===== config.mk =====
export PLATFORM = sky130hd
export DESIGN_NAME = branch_resolve_unit_flat
export DESIGN_NICKNAME = d
export VERILOG_FILES = /design/src/rtl/branch_resolve_unit_if.sv /design/src/rtl/branch_resolve_unit.sv /design/src/flat_wrapper.sv
export SDC_FILE = /design/constraint.sdc
export NUM_CORES = 1
export LEC_CHECK = 0
export CAP_MARGIN = 20
export CORE_AREA = 2 2 155 126
export DETAILED_ROUTE_END_ITERATION = 16
export DIE_AREA = 0 0 157 128
export GPL_ROUTABILITY_DRIVEN = 0
export PLACE_DENSITY = 0.81
export SKIP_CTS_REPAIR_TIMING = 1
export SLEW_MARGIN = 20
export SYNTH_ARGS = -nofsm -noshare
export SYNTH_HDL_FRONTEND = slang
export SYNTH_SLANG_ARGS = --single-unit

===== constraint.sdc =====
create_clock -name clk -period 3.2 [get_ports clk]
set_input_delay 0.64 -clock clk [delete_from_list [all_inputs] [get_ports clk]]
set_output_delay 0.64 -clock clk [all_outputs]
set_load 0.005 [all_outputs]

===== src/rtl/branch_resolve_unit_if.sv =====
// ----------------------------------------------------------------------------
// branch_resolve_unit_if
//   Groups the execute-side request signals and the PC / writeback / exception
//   side result signals of the branch resolve unit.
//
//   slave  : the resolve unit (consumes instruction, produces results)
//   master : the surrounding pipeline (presents instruction, consumes results)
//
//   valid_in/ready_out  instruction handshake
//   op_class, flag_sel  instruction class and condition source select
//   carry_flag          comparator flag vector
//   pc_in, offset_in    instruction PC and word offset
//   move_value          cond-move data
//   trap_ack            exception controller accepts the trap
//   pc_sel/branch_target, link_we/link_value, rd_we/rd_value,
//   trap_req/trap_pc, flush   resolved results
// ----------------------------------------------------------------------------
interface branch_resolve_unit_if;
   logic        valid_in;
   logic        ready_out;
   logic [2:0]  op_class;
   logic [1:0]  flag_sel;
   logic [3:0]  carry_flag;
   logic [31:0] pc_in;
   logic [15:0] offset_in;
   logic [31:0] move_value;
   logic        trap_ack;
   logic        pc_sel;
   logic [31:0] branch_target;
   logic        link_we;
   logic [31:0] link_value;
   logic        rd_we;
   logic [31:0] rd_value;
   logic        trap_req;
   logic [31:0] trap_pc;
   logic        flush;

   modport slave (
      input  valid_in, op_class, flag_sel, carry_flag, pc_in, offset_in,
             move_value, trap_ack,
      output ready_out, pc_sel, branch_target, link_we, link_value, rd_we,
             rd_value, trap_req, trap_pc, flush
   );

   modport master (
      output valid_in, op_class, flag_sel, carry_flag, pc_in, offset_in,
             move_value, trap_ack,
      input  ready_out, pc_sel, branch_target, link_we, link_value, rd_we,
             rd_value, trap_req, trap_pc, flush
   );
endinterface


===== src/rtl/branch_resolve_unit.sv =====
// ----------------------------------------------------------------------------
// branch_resolve_unit
//   Resolves branches, branch-and-link, traps and conditional moves one cycle
//   after the ALU comparator, and sequences the post-branch flush and the
//   trap handshake. All outputs are registered (latency 1 from accept).
//
//   Parameters
//     FLUSH_CYCLES  cycles of flush after a taken branch (0..15)
//     RESET_VECTOR  value of branch_target / trap_pc in and after reset
//
//   Ports
//     clk    system clock, rising edge
//     reset  synchronous reset, active low
//     bus    branch_resolve_unit_if.slave (handshake, operands, results)
// ----------------------------------------------------------------------------
module branch_resolve_unit #(
   parameter int unsigned FLUSH_CYCLES = 1,
   parameter logic [31:0] RESET_VECTOR = 32'h0000_0000
) (
   input  logic                 clk,
   input  logic                 reset,
   branch_resolve_unit_if.slave bus
);

   typedef enum logic [1:0] {
      S_IDLE,
      S_FLUSH,
      S_TRAP_WAIT
   } state_e;

   // Counter is loaded with the number of flush cycles still to follow the
   // first one, so it reaches zero on the last flush cycle.
   localparam logic [3:0] FLUSH_LAST = (FLUSH_CYCLES > 0) ? 4'(FLUSH_CYCLES - 1) : 4'd0;

   state_e      state_q;
   logic [3:0]  flush_cnt_q;
   logic        ready_q;
   logic        pc_sel_q;
   logic [31:0] target_q;
   logic        link_we_q;
   logic [31:0] link_q;
   logic        rd_we_q;
   logic [31:0] rd_q;
   logic        trap_req_q;
   logic [31:0] trap_pc_q;
   logic        flush_q;

   logic        cond;
   logic        accept;
   logic        is_br;
   logic        is_bal;
   logic        is_trap;
   logic        is_cmov;
   logic [31:0] offset_ext;
   logic [31:0] target_d;
   logic [31:0] link_d;
   logic        unused_flag;

   // carry_flag[1] is not a selectable condition source
   assign unused_flag = bus.carry_flag[1];

   always_comb begin
      cond = 1'b1;
      unique case (bus.flag_sel)
         2'b00:   cond = bus.carry_flag[0];
         2'b01:   cond = bus.carry_flag[2];
         2'b10:   cond = bus.carry_flag[3];
         default: cond = 1'b1;
      endcase
   end

   assign is_bal  = (bus.op_class == 3'b010);
   assign is_br   = (bus.op_class == 3'b001) || is_bal;
   assign is_trap = (bus.op_class == 3'b011);
   assign is_cmov = (bus.op_class == 3'b100);

   // ready_q is only high in IDLE, so it also gates accepts in other states
   assign accept = bus.valid_in && ready_q;

   // Word offset, sign extended and scaled to bytes; all sums wrap mod 2^32
   assign offset_ext = {{14{bus.offset_in[15]}}, bus.offset_in, 2'b00};
   assign target_d   = bus.pc_in + 32'd4 + offset_ext;
   assign link_d     = bus.pc_in + 32'd8;

   always_ff @(posedge clk) begin
      if (!reset) begin
         state_q     <= S_IDLE;
         flush_cnt_q <= 4'd0;
         ready_q     <= 1'b0;
         pc_sel_q    <= 1'b0;
         target_q    <= RESET_VECTOR;
         link_we_q   <= 1'b0;
         link_q      <= 32'd0;
         rd_we_q     <= 1'b0;
         rd_q        <= 32'd0;
         trap_req_q  <= 1'b0;
         trap_pc_q   <= RESET_VECTOR;
         flush_q     <= 1'b0;
      end else begin
         // pulse outputs default low so they never outlive one cycle
         pc_sel_q  <= 1'b0;
         link_we_q <= 1'b0;
         rd_we_q   <= 1'b0;
         unique case (state_q)
            S_IDLE: begin
               ready_q <= 1'b1;
               if (accept && cond) begin
                  if (is_br) begin
                     pc_sel_q <= 1'b1;
                     target_q <= target_d;
                     if (is_bal) begin
                        link_we_q <= 1'b1;
                        link_q    <= link_d;
                     end
                     if (FLUSH_CYCLES != 0) begin
                        state_q     <= S_FLUSH;
                        flush_q     <= 1'b1;
                        ready_q     <= 1'b0;
                        flush_cnt_q <= FLUSH_LAST;
                     end
                  end
                  if (is_trap) begin
                     state_q    <= S_TRAP_WAIT;
                     trap_req_q <= 1'b1;
                     trap_pc_q  <= bus.pc_in;
                     ready_q    <= 1'b0;
                  end
                  if (is_cmov) begin
                     rd_we_q <= 1'b1;
                     rd_q    <= bus.move_value;
                  end
               end
            end
            S_FLUSH: begin
               if (flush_cnt_q == 4'd0) begin
                  state_q <= S_IDLE;
                  flush_q <= 1'b0;
                  ready_q <= 1'b1;
               end else begin
                  flush_cnt_q <= flush_cnt_q - 4'd1;
               end
            end
            S_TRAP_WAIT: begin
               // trap_req is always high here, so ack is only honoured while requested
               if (bus.trap_ack) begin
                  state_q    <= S_IDLE;
                  trap_req_q <= 1'b0;
                  ready_q    <= 1'b1;
               end
            end
            default: begin
               state_q    <= S_IDLE;
               flush_q    <= 1'b0;
               trap_req_q <= 1'b0;
               ready_q    <= 1'b0;
            end
         endcase
      end
   end

   assign bus.ready_out     = ready_q;
   assign bus.pc_sel        = pc_sel_q;
   assign bus.branch_target = target_q;
   assign bus.link_we       = link_we_q;
   assign bus.link_value    = link_q;
   assign bus.rd_we         = rd_we_q;
   assign bus.rd_value      = rd_q;
   assign bus.trap_req      = trap_req_q;
   assign bus.trap_pc       = trap_pc_q;
   assign bus.flush         = flush_q;

endmodule


===== src/flat_wrapper.sv =====
// flat-port wrapper written by rule: the top's interface ports become plain ports
module branch_resolve_unit_flat 
#(
   parameter int unsigned FLUSH_CYCLES = 1,
   parameter logic [31:0] RESET_VECTOR = 32'h0000_0000
)
  (clk, reset, bus_valid_in, bus_op_class, bus_flag_sel, bus_carry_flag, bus_pc_in, bus_offset_in, bus_move_value, bus_trap_ack, bus_ready_out, bus_pc_sel, bus_branch_target, bus_link_we, bus_link_value, bus_rd_we, bus_rd_value, bus_trap_req, bus_trap_pc, bus_flush);
  branch_resolve_unit_if bus_i ();
  input  logic clk;
  input  logic reset;
  input wire logic [$bits(bus_i.valid_in)-1:0] bus_valid_in;
  input wire logic [$bits(bus_i.op_class)-1:0] bus_op_class;
  input wire logic [$bits(bus_i.flag_sel)-1:0] bus_flag_sel;
  input wire logic [$bits(bus_i.carry_flag)-1:0] bus_carry_flag;
  input wire logic [$bits(bus_i.pc_in)-1:0] bus_pc_in;
  input wire logic [$bits(bus_i.offset_in)-1:0] bus_offset_in;
  input wire logic [$bits(bus_i.move_value)-1:0] bus_move_value;
  input wire logic [$bits(bus_i.trap_ack)-1:0] bus_trap_ack;
  output wire logic [$bits(bus_i.ready_out)-1:0] bus_ready_out;
  output wire logic [$bits(bus_i.pc_sel)-1:0] bus_pc_sel;
  output wire logic [$bits(bus_i.branch_target)-1:0] bus_branch_target;
  output wire logic [$bits(bus_i.link_we)-1:0] bus_link_we;
  output wire logic [$bits(bus_i.link_value)-1:0] bus_link_value;
  output wire logic [$bits(bus_i.rd_we)-1:0] bus_rd_we;
  output wire logic [$bits(bus_i.rd_value)-1:0] bus_rd_value;
  output wire logic [$bits(bus_i.trap_req)-1:0] bus_trap_req;
  output wire logic [$bits(bus_i.trap_pc)-1:0] bus_trap_pc;
  output wire logic [$bits(bus_i.flush)-1:0] bus_flush;
  assign bus_i.valid_in = bus_valid_in;
  assign bus_i.op_class = bus_op_class;
  assign bus_i.flag_sel = bus_flag_sel;
  assign bus_i.carry_flag = bus_carry_flag;
  assign bus_i.pc_in = bus_pc_in;
  assign bus_i.offset_in = bus_offset_in;
  assign bus_i.move_value = bus_move_value;
  assign bus_i.trap_ack = bus_trap_ack;
  assign bus_ready_out = bus_i.ready_out;
  assign bus_pc_sel = bus_i.pc_sel;
  assign bus_branch_target = bus_i.branch_target;
  assign bus_link_we = bus_i.link_we;
  assign bus_link_value = bus_i.link_value;
  assign bus_rd_we = bus_i.rd_we;
  assign bus_rd_value = bus_i.rd_value;
  assign bus_trap_req = bus_i.trap_req;
  assign bus_trap_pc = bus_i.trap_pc;
  assign bus_flush = bus_i.flush;
  branch_resolve_unit #(.FLUSH_CYCLES(FLUSH_CYCLES), .RESET_VECTOR(RESET_VECTOR)) u_core (.clk(clk), .reset(reset), .bus(bus_i));
endmodule

## Word-level counts from Yosys, hierarchy flattened

Cells that the tools add are included.

| cells by class | value |
|---|---|
| add/sub/neg operators | 4 |
| multiply operators | 0 |
| divide/modulo/power cells | 0 |
| $lt $le $gt $ge | 0 |
| equal/unequal tests | 15 |
| shifts and indexed selects | 0 |
| mux-type cells | 28 |
| bitwise logic cells | 2 |
| reductions and logical operators | 18 |

Operator list:

| kind | count |
|---|---|
| 32-bit by 3-bit adder with 32-bit output (second input constant) | 1 |
| 32-bit adder | 1 |
| 32-bit by 4-bit adder with 32-bit output (second input constant) | 1 |
| 4-bit AND reduction | 6 |
| 1-bit two-way mux | 14 |
| 4-bit two-way mux | 3 |
| 1-bit case mux with 3 select lines | 4 |
| 3-bit AND reduction | 4 |
| 2-bit two-way mux | 5 |
| 2-bit by 1-bit inequality test with 1-bit output (second input constant) | 4 |
| 4-bit case mux with 2 select lines | 1 |
| 3-bit by 2-bit == test with 1-bit output (second input constant) | 2 |
| 2-bit case mux with 3 select lines | 1 |
| 2-bit by 1-bit == test with 1-bit output (second input constant) | 2 |
| 2-bit == test (second input constant) | 2 |
| 2-bit logical NOT | 2 |
| 4-bit logical NOT | 1 |
| 2-bit inequality test (second input constant) | 2 |
| 4-bit by 1-bit subtractor with 4-bit output (second input constant) | 1 |
| 3-bit by 1-bit == test with 1-bit output (second input constant) | 1 |
| 3-bit == test (second input constant) | 1 |
| 3-bit by 1-bit inequality test with 1-bit output (second input constant) | 1 |
| 1-bit logical AND | 2 |
| 1-bit NOT | 2 |
| 3 further kinds | 3 |

| word-level totals | value |
|---|---|
| register bits after elaboration | 140 |
| bits in latches | 0 |
| bits in writable memories | 0 |
| memory bits (read-only) | 0 |
| input port bits | 93 |
| output and inout port bits | 134 |
| logic and storage cells | 79 |
| memories | 0 |

## Longest topological paths before layout

| depth | value |
|---|---|
| depth in word-level cells | 6 |
| gate-level depth with buffers | 12 |
| depth with buffers taken out | 12 |

## Worst setup path after synthesis

OpenSTA, ideal clock, no wires.

| path | value |
|---|---|
| path type | input-to-reg |
| from | input bus_offset_in[1] |
| to | register u_core.target_q[29] (netlist: u_core.bus.branch_target[29]) |
| arrival | 3.092 ns |
| slack | -0.009 ns |
| stages | 10 |
| cells stage by stage | ha_1 -> ha_1 -> fa_1 -> a21o_1 -> a221oi_1 -> o21a_2 -> a2111oi_2 -> or3b_1 -> xor2_1 -> a22o_1 |

| between the ends | value |
|---|---|
| cells in the longest elaborated chain, start to end | 1 |

Ends and longest elaborated chain:

| what | line | text |
|---|---|---|
| start: declaration | flat_wrapper.sv:16 | `input wire logic [$bits(bus_i.offset_in)-1:0] bus_offset_in;` |
| 32-bit adder | branch_resolve_unit.sv:82 | `assign target_d = bus.pc_in + 32'd4 + offset_ext;` |
| end signal: assignment | branch_resolve_unit.sv:110 | `target_q <= target_d;` |
| end: declaration | branch_resolve_unit.sv:39 | `logic [31:0] target_q;` |

No other way between the ends.
A chain may end at the register's enable or synchronous reset.

## Worst setup path after layout

| path | value |
|---|---|
| from | input bus_pc_in[3] |
| to | register u_core.target_q[29] (netlist: u_core.bus.branch_target[29]) |

| between the ends | value |
|---|---|
| cells in the longest elaborated chain, start to end | 2 |

Ends and longest elaborated chain:

| what | line | text |
|---|---|---|
| start: declaration | flat_wrapper.sv:15 | `input wire logic [$bits(bus_i.pc_in)-1:0] bus_pc_in;` |
| 32-bit by 3-bit adder with 32-bit output | branch_resolve_unit.sv:82 |  |
| 32-bit adder | branch_resolve_unit.sv:82 |  |

No other way between the ends.

==> impl_metrics.json <==
{
  "io_buffers": 225,
  "final_core_util_pct": 61.2,
  "grt_pass1_vias": 7352,
  "clk_pin_slew_worst_paths_ns": 0.06,
  "synth-async-reset-ratio_pct": 0,
  "clockBufferDepth": 2,
  "required_ns": 3.52,
  "final_cell_mix": "clkdlybuf4s50_1 (222), nand2_1 (191), dfxtp_1 (140)",
  "period_needed_ns": 3.16,
  "placed_area_mm2": 0.0107,
  "hold_viol": 0,
  "power_mw": 5.10,
  "dr.pass1.iters": 5,
  "multi_input_area_mm2": 0.00438,
  "dieArea_mm2": 0.0201,
  "groute.layer.met3.usage_pct": 8.49,
  "synth_area_mm2": 0.00731,
  "cts.sinks": 140,
  "synthSimpleGateAreaFrac_pct": 20.5,
  "yosysSeqAreaShare_pct": 38.3,
  "synth_top_family_by_area": "simple AND/OR/NAND/NOR gates",
  "drtIter0Drc": 461,
  "wl_mm": 23.4,
  "worst_pin_slew_ns": 0.532,
  "r2r-end": "u_core.bus.link_value[12]",
  "start_util_pct": 39.2,
  "reg2regPathDepth": 8,
  "grt_use_met1_pct": 28.4,
  "cts-buffers-inserted": 17,
  "hold_class": "flop to flop",
  "cp-end-kind": "flop",
  "startpoint_type": "input pin",
  "route.detailed.drc": 0,
  "rr_startpoint": "u_core.state_q[0]",
  "route.detailed.wl_per_inst_um": 15.6,
  "detailed_place_hpwl_mm": 17.5,
  "fmax_mhz": 316,
  "final_area_mm2": 0.0114,
  "whs_path_depth": 2,
  "dpl.cell_count": 1467,
  "holdPathEnd": "u_core.bus.rd_value[0]",
  "ys.flop_type": "dfxtp_1",
  "cts_root_buf": "clkbuf_16",
  "path_class": "input pin to flop",
  "nets": 1387,
  "num-fill-cells": 1536,
  "ff_latch_area_mm2": 0.00280,
  "synthCells": 910,
  "maxSlewViolCount": 0,
  "drive_gt1_share_pct": 14.7,
  "met2_usage_pct": 37.3,
  "synthAdderAreaFrac_pct": 11.2,
  "fp.dieW_um": 157,
  "ys_seq_elements": 140,
  "overflow": 0,
  "core_mm2": 0.0186,
  "clock_latency_ns": 0.43,
  "die-height_um": 128,
  "reg2reg_setup_slack_ns": 1.00,
  "cap_violations": 0,
  "crit_fanout": 5,
  "synth_xor_area_share_pct": 5.87,
  "antenna_found_initial": 0,
  "final_common_cell": "clkdlybuf4s50_1",
  "synthMuxAreaShare_pct": 0.428,
  "htree_num_levels": 4,
  "synth.yosys.warnings": 0,
  "grt_pass1_wl_mm": 36.4,
  "outcome": "finished, final reports clean",
  "grt_max_degree": 57,
  "area_growth_pct": 56.0,
  "post-place-ws_ns": -0.438,
  "pin_count": 227,
  "fin_ws_ns": 0.0351,
  "slew_headroom_pct": 64.4,
  "worstHoldStart": "u_core.bus.rd_value[0]",
  "num_rows": 45,
  "vdd_ir_drop_max_mv": 0.276,
  "finalSetupViolCount": 0,
  "ant_nets": 0,
  "cts_tree": "yes",
  "power.leakage_nw": 4.40,
  "track_usage_pct": 22.9,
  "avgViaCountPerCell": 5.11,
  "final_cells": 1500,
  "finClkSkew_ns": 0.0118,
  "synth_edf_count": 0,
  "synth_cell_type_count": 60,
  "busiest_layer": "met2",
  "period_share_pct": 98.9,
  "vias": 7672,
  "synthesis.nets": 1068,
  "worstPathArrival_ns": 3.48,
  "synth_compound_area_share_pct": 19.8,
  "avgSynthCellArea_um2": 8.04,
  "cellPowerDensity_mw_per_mm2": 447,
  "antenna_cells": 0
}
==> cells in the mapped netlist, drive strengths merged (2+ instances only) <==
| library cell | instances | share of area, % |
|---|---|---|
| dfxtp | 140 | 38 |
| xor2 | 15 | 1.8 |
| nor2 | 70 | 3.7 |
| nand3 | 15 | 1.0 |
| or2 | 2 | 0.17 |
| and2 | 5 | 0.43 |
| o21bai | 4 | 0.41 |
| a2111oi | 3 | 0.53 |
| nor4 | 3 | 0.26 |
| clkbuf | 36 | 1.8 |
| and3 | 10 | 0.86 |
| o211ai | 3 | 0.31 |
| a21oi | 125 | 8.6 |
| o21a | 7 | 0.74 |
| mux2i | 2 | 0.27 |
| or3b | 2 | 0.24 |
| or3 | 6 | 0.51 |
| a211oi | 29 | 3.0 |
| o221ai | 3 | 0.36 |
| nand2 | 192 | 9.9 |
| a221oi | 2 | 0.33 |
| a211o | 2 | 0.24 |
| xnor2 | 34 | 4.1 |
| a31oi | 4 | 0.34 |
| o21ai | 19 | 1.3 |
| a21o | 14 | 1.4 |
| o2111ai | 5 | 0.60 |
| nor3b | 2 | 0.21 |
| nand4 | 15 | 1.3 |
| buf | 11 | 0.62 |
| nor3 | 17 | 1.2 |
| inv | 26 | 1.3 |
| ha | 64 | 11 |
| o31ai | 4 | 0.48 |
| a22o | 3 | 0.36 |
| or4 | 3 | 0.31 |
==> power breakdown <==
| part | switching (mW) | internal (mW) | total [mW] |
|---|---|---|---|
| Combinational | 0.602 | 0.630 | 1.23 |
| Clock | 0.832 | 1.19 | 2.02 |
| Sequential | 0.0436 | 1.81 | 1.85 |
| Total | 1.48 | 3.62 | 5.10 |
==> state kept, by name (all words and copies together) (netlist names), 2 cells and up <==
register / flops
u_core.bus.branch_target: 32
u_core.flush_cnt_q: 4
u_core.bus.link_value: 32
u_core.state_q: 2
u_core.bus.trap_pc: 32
u_core.bus.rd_value: 32
==> area by class of cell <==
type                            instances  area share (%)
Clock inverter                         13            1.34
Inverter                               27           0.910
Clock buffer                           19            3.88
Sequential cell                       140            24.6
Multi-Input combinational cell        696            38.4
Tap cell                              258            2.83
Timing Repair Buffer                  347            28.1
==> how the worst max path moves through the flow <==
stage	from	end	slack [ns]	cells past startpoint
after CTS	bus_pc_in[3]	u_core.bus.branch_target[29]	0.01	11
after global placement	bus_pc_in[3]	u_core.bus.branch_target[29]	-0.41	11
after floorplan	bus_offset_in[1]	u_core.bus.branch_target[29]	0.1	10
after detailed placement	bus_pc_in[3]	u_core.bus.branch_target[29]	-0.44	11
after global routing	bus_pc_in[2]	u_core.bus.branch_target[29]	-0.03	13
final	bus_pc_in[3]	u_core.bus.branch_target[29]	0.04	11
==> layer usage <==
| metal | up-vias | share of wire [%] |
|---|---|---|
| met1 | 3577 | 44 |
| li1 | 3817 | - |
| met5 | - | 0 |
| met2 | 256 | 45 |
| met3 | 22 | 9.5 |
| met4 | 0 | 1.2 |
==> cell families after synthesis <==
kind of cell,after synthesis
and+or+nand+nor,346
xor gates and xnor gates,49
buffers and inverters,74
DFF,140
AOI/OAI and AO/OA,233
adders and majority gates,65
muxes,3
==> worst max-delay path: stages <==
cell and delay (ns):
clkdlybuf4s50_1 0.52, ha_4 0.22, ha_4 0.16, fa_2 0.33, a21o_1 0.21, a221oi_2 0.33
o21a_4 0.23, a2111oi_4 0.08, or3b_1 0.40, xor2_1 0.18, a22o_1 0.17
==> stage by stage <==
stage | hold WS (ns) | setup TNS (ns)
6_report | 0.453 | 0
5_1_grt | 0.470 | -0.0339
4_1_cts | 0.455 | 0
3_5_place_dp | 0.446 | -4.59
3_3_place_gp | 0.441 | -4.33
2_1_floorplan | 0.448 | 0
No activity file was read; power rests on OpenSTA's default activity.
